$ cat config.mk
export PLATFORM = sky130hd
export DESIGN_NAME = rsa_me_sched
export DESIGN_NICKNAME = d
export VERILOG_FILES = /design/src/rtl/rsa_pkg.sv /design/src/rtl/rsa_me_sched.sv
export SDC_FILE = /design/constraint.sdc
export NUM_CORES = 1
export LEC_CHECK = 0
export ABC_AREA = 1
export BUFFER_PORTS_ARGS = -buffer_cell sky130_fd_sc_hd__buf_2
export CAP_MARGIN = 5
export CORE_AREA = 2 2 182 184
export CTS_CLUSTER_SIZE = 30
export DETAILED_ROUTE_END_ITERATION = 8
export DIE_AREA = 0 0 184 186
export PLACE_DENSITY_LB_ADDON = 0.15
export SLEW_MARGIN = 20
export SYNTH_ARGS = -nofsm -noshare
export SYNTH_HDL_FRONTEND = slang
export SYNTH_SLANG_ARGS = --single-unit
export TNS_END_PERCENT = 100
$ cat constraint.sdc
create_clock -name clk -period 2.5 [get_ports clk]
set_clock_uncertainty 0.05 [all_clocks]
set_input_delay 0.5 -clock clk [delete_from_list [all_inputs] [get_ports clk]]
set_output_delay 0.5 -clock clk [all_outputs]
set_load 0.01 [all_outputs]
$ cat src/rtl/rsa_pkg.sv
// Shared constants for the Exp2 RSA block: state encoding, default widths,
// and multiplier operand-select codes.
package rsa_pkg;

  localparam int unsigned RSA_EXP_W = 256;
  localparam int unsigned RSA_CNT_W = 9;

  localparam logic MUL_OP_ST = 1'b0;
  localparam logic MUL_OP_TT = 1'b1;

  typedef enum logic [2:0] {
    ST_IDLE   = 3'd0,
    ST_INIT   = 3'd1,
    ST_CHK    = 3'd2,
    ST_MUL    = 3'd3,
    ST_WAIT_M = 3'd4,
    ST_SQ     = 3'd5,
    ST_WAIT_S = 3'd6,
    ST_DONE   = 3'd7
  } state_e;

endpackage

$ cat src/rtl/rsa_me_sched.sv
// LSB-first modular exponentiation sequencer: scans the exponent and orders
// S*T / T*T operations on a shared multiplier, gating the S/T registers.
module rsa_me_sched
  import rsa_pkg::*;
#(
  parameter int unsigned EXP_W = RSA_EXP_W,
  parameter int unsigned CNT_W = RSA_CNT_W
) (
  input  logic             clk,
  input  logic             reset_n,
  input  logic             start,
  input  logic [EXP_W-1:0] d_i,
  output logic             ready,
  output logic             done,
  output logic             s_init,
  output logic             mul_start,
  output logic             mul_sq,
  input  logic             mul_done,
  output logic             s_we,
  output logic             t_we,
  output logic [15:0]      mul_cnt
);

  state_e             state_q, state_d;
  logic [EXP_W-1:0]   d_sh_q, d_sh_d;
  logic [CNT_W-1:0]   cnt_q, cnt_d;
  logic [15:0]        mul_cnt_q, mul_cnt_d;
  logic               ready_q, ready_d;
  logic               done_q, done_d;
  logic               s_init_q, s_init_d;
  logic               mul_start_q, mul_start_d;
  logic               mul_sq_q, mul_sq_d;

  // Next-state, scan bookkeeping, and registered strobes decoded from the next state.
  always_comb begin
    state_d     = state_q;
    d_sh_d      = d_sh_q;
    cnt_d       = cnt_q;
    mul_cnt_d   = mul_cnt_q;
    ready_d     = 1'b0;
    done_d      = 1'b0;
    s_init_d    = 1'b0;
    mul_start_d = 1'b0;
    mul_sq_d    = MUL_OP_ST;

    unique case (state_q)
      ST_IDLE: begin
        if (start) begin
          d_sh_d    = d_i;
          cnt_d     = '0;
          mul_cnt_d = '0;
          state_d   = ST_INIT;
        end
      end
      ST_INIT: state_d = ST_CHK;
      ST_CHK: begin
        if ((d_sh_q == '0) || (cnt_q == CNT_W'(EXP_W))) begin
          state_d = ST_DONE;
        end else if (d_sh_q[0]) begin
          state_d = ST_MUL;
        end else begin
          state_d = ST_SQ;
        end
      end
      ST_MUL: state_d = ST_WAIT_M;
      ST_WAIT_M: begin
        // The squaring after the top set bit would never be used, so skip it.
        if (mul_done) begin
          state_d = (d_sh_q[EXP_W-1:1] == '0) ? ST_DONE : ST_SQ;
        end
      end
      ST_SQ: state_d = ST_WAIT_S;
      ST_WAIT_S: begin
        if (mul_done) begin
          d_sh_d  = d_sh_q >> 1;
          cnt_d   = cnt_q + CNT_W'(1);
          state_d = ST_CHK;
        end
      end
      ST_DONE: state_d = ST_IDLE;
      default: state_d = ST_IDLE;
    endcase

    if (((state_d == ST_MUL) || (state_d == ST_SQ)) && (mul_cnt_d != 16'hFFFF)) begin
      mul_cnt_d = mul_cnt_d + 16'd1;
    end

    ready_d     = (state_d == ST_IDLE);
    done_d      = (state_d == ST_DONE);
    s_init_d    = (state_d == ST_INIT);
    mul_start_d = (state_d == ST_MUL) || (state_d == ST_SQ);
    mul_sq_d    = (state_d == ST_SQ) ? MUL_OP_TT : MUL_OP_ST;
  end

  // State and output registers.
  always_ff @(posedge clk) begin
    if (!reset_n) begin
      state_q     <= ST_IDLE;
      d_sh_q      <= '0;
      cnt_q       <= '0;
      mul_cnt_q   <= '0;
      ready_q     <= 1'b1;
      done_q      <= 1'b0;
      s_init_q    <= 1'b0;
      mul_start_q <= 1'b0;
      mul_sq_q    <= 1'b0;
    end else begin
      state_q     <= state_d;
      d_sh_q      <= d_sh_d;
      cnt_q       <= cnt_d;
      mul_cnt_q   <= mul_cnt_d;
      ready_q     <= ready_d;
      done_q      <= done_d;
      s_init_q    <= s_init_d;
      mul_start_q <= mul_start_d;
      mul_sq_q    <= mul_sq_d;
    end
  end

  // Result write enables follow mul_done in the same cycle.
  assign s_we = (state_q == ST_WAIT_M) && mul_done;
  assign t_we = (state_q == ST_WAIT_S) && mul_done;

  assign ready     = ready_q;
  assign done      = done_q;
  assign s_init    = s_init_q;
  assign mul_start = mul_start_q;
  assign mul_sq    = mul_sq_q;
  assign mul_cnt   = mul_cnt_q;

endmodule

==> results.toml <==
[run_status]
status = "completed"

[route]
wl_mm = 46.7
route.detailed.drc = 0
wl_per_cell_um = 16.5
via_per_inst = 5.46
via_count = 15500
dr.pass1.iters = 5
drtIter0Drc = 1449
drtAntennaViolNets = 0

[placed_design]
dp_hpwl_mm = 32.4
gp_congestion = 0.920
io_buffers = 282
place_ws_ps = 19.4
place_inst = 2770

[power_and_ir_drop]
ir_drop_uv = 383
power_mw = 13.5
p_per_area_nw_per_um2 = 780
p_leak_nw = 7.53

[worst_setup_path]
path_class = "reg2reg"
path_max_fanout = 7
reg2reg_slack_ps = 170
cp-start-kind = "flop"
cp.required_ps = 2800
arrival_ps = 2630
critPathCaptureType = "flop"

[finish]
synthToLayoutAreaGrowth_pct = 21.2
final_cell_count_no_fill = 2836
nets = 2669
final_cell_mix = "nand2_1 (706), nor2_1 (344), dfxtp_1 (288)"
drive_above_1_share = 0.173
final_common_cell = "nand2_1"

[cts]
htreeDepth = 2
clk_path_buf_depth = 3
cts_buffers = 35
cts_root_buffer = "clkbuf_16"
clkLatencyLatePin_ps = 510
cts_hold_buf = 0
clock-sinks = 289
path_clk_slew_ps = 60
cts_tree = "done"

[die]
core_area_um2 = 32200
ioPinCount = 283
initial_core_util = 0.445
rows = 66
die_h_um = 186
die-width_um = 184
dieArea_um2 = 34200

[yosys]
synth_compound_area_frac = 0.211
mappedNetlistNets = 2452
syn_inst = 2189
yosys_warnings = 0
netlist_area_um2 = 14300
yosys.area_share.simple = 0.316
synth_cell_types = 34
yosys.area_share.adder = 0.00262
ys_seq_elements = 289
muxShareOfSynthArea = 0
synth_top_family_by_area = "simple AND/OR/NAND/NOR gates"
synth-xor-area-share = 0.00855
ys_seq_area_frac = 0.403
avgSynthCellArea_um2 = 6.55

[global_routing]
grt-ovfl-total = 0
grt_pass1_wl_mm = 72.0
grt_max_degree = 198
grt_pass1_vias = 14000
grtUsageTotal = 0.262
antenna_found_initial = 5

[sta]
max_freq_ghz = 0.430
hold_viol = 0
finalSetupViolations = 0
drv_slew = 0
worstMarginPinSlew_ps = 944
period_share = 0.930
maxSlewHeadroom = 0.371
fin_crit_ps = 2330
setup_ws_ps = 174
setup-tns-final_ps = 0

[flow_run]
max-cap-violations = 0

[min_path]
hold_class = "in2reg"
[synthesized netlist by cell type, drive strengths merged]
master	count	area, um^2
nor3	15	96.4
xnor2	4	35.0
or2	4	25.0
xor2	10	87.6
nand3b	1	7.51
inv	51	194
nor2	358	1370
o21ai	257	1290
nor3b	5	37.5
clkbuf	93	349
nand2	716	2700
nand4	21	146
buf	56	292
dfxtp	289	5790
nor4	4	25.0
nand3	21	130
ha	3	37.5
a211oi	2	15.0
a31oi	255	1600
a21oi	23	126
or3	1	6.26
[state kept, by name, indices dropped and copies added, names as in the netlist]
| register | cells |
|---|---|
| cnt_q | 9 |
| d_sh_q | 256 |
| done | 1 |
| mul_cnt | 16 |
| mul_sq | 1 |
| mul_start | 1 |
| ready | 1 |
| s_init | 1 |
| state_q | 3 |
[cell type report]
type | instances | area, um^2
Timing Repair Buffer | 326 | 1930
Tap cell | 408 | 510
Inverter | 51 | 204
Fill cell | 3223 | 14800
Clock buffer | 52 | 1030
Sequential cell | 289 | 5790
Multi-Input combinational cell | 1703 | 7860
Antenna cell | 3 | 7.51
Clock inverter | 4 | 45.0
[worst max-delay path, cell delays in order (launching register included)]
cell     delay [ps]
dfxtp_1         410
nor2_2           90
nand3_4         120
inv_4            50
buf_4           160
nor2_4          130
nand2_1         110
nor2_2          130
nand2_2          90
nor3_4          160
nand4_4         220
buf_4           240
nand4_1         140
a21oi_2          70
[cells by family after synthesis]
group                    count (synthesis)
AO/OA/AOI/OAI                          537
adder cells (fa/ha/maj)                  3
flip-flops                             289
XOR/XNOR                                14
buffers and inverters                  200
AND/OR/NAND/NOR                       1146
[timing repair]
item	CTS	global route
setup endpoints to repair	1	16
setup buffers	0	3
gates resized for setup	1	30
gates cloned	0	4
pin swaps	0	12
[routing by layer]
metal | part of all wire | wire length [um] | GRT usage | vias to the layer above
met3 | 0.072 | 3360 | 0.0380 | 76
met2 | 0.44 | 20700 | 0.417 | 594
li1 | - | - | - | 7774
met5 | 0.00058 | 27 | 0 | -
met1 | 0.46 | 21400 | 0.370 | 7041
met4 | 0.026 | 1190 | 0.0762 | 4
[where the power goes]
group          total (mW)  leakage [nW]  internal, mW  switching [mW]
clock network        4.89         0.530          2.93            1.95
registers            5.79          2.39          5.21           0.582
logic                2.86          4.62          1.09            1.77
[final timing paths]
kind                                   from           to  cells past startpoint
worst max-delay path             state_q[2]   mul_cnt[6]                     13
worst min-delay path               d_i[189]  d_sh_q[189]                      3
worst max register to register   state_q[2]   mul_cnt[6]                     13
worst min register to register  d_sh_q[190]  d_sh_q[189]                      2
[stage by stage]
stage | area, um^2 | hold WS [ps] | utilization
2_1_floorplan | 14300 | 412 | -
3_3_place_gp | 16100 | 443 | 0.500
3_5_place_dp | 16100 | 448 | 0.500
4_1_cts | 17200 | 184 | 0.533
5_1_grt | 17400 | 204 | 0.539
6_report | 17400 | 200 | 0.540
Power figures use the tool's default switching activity.
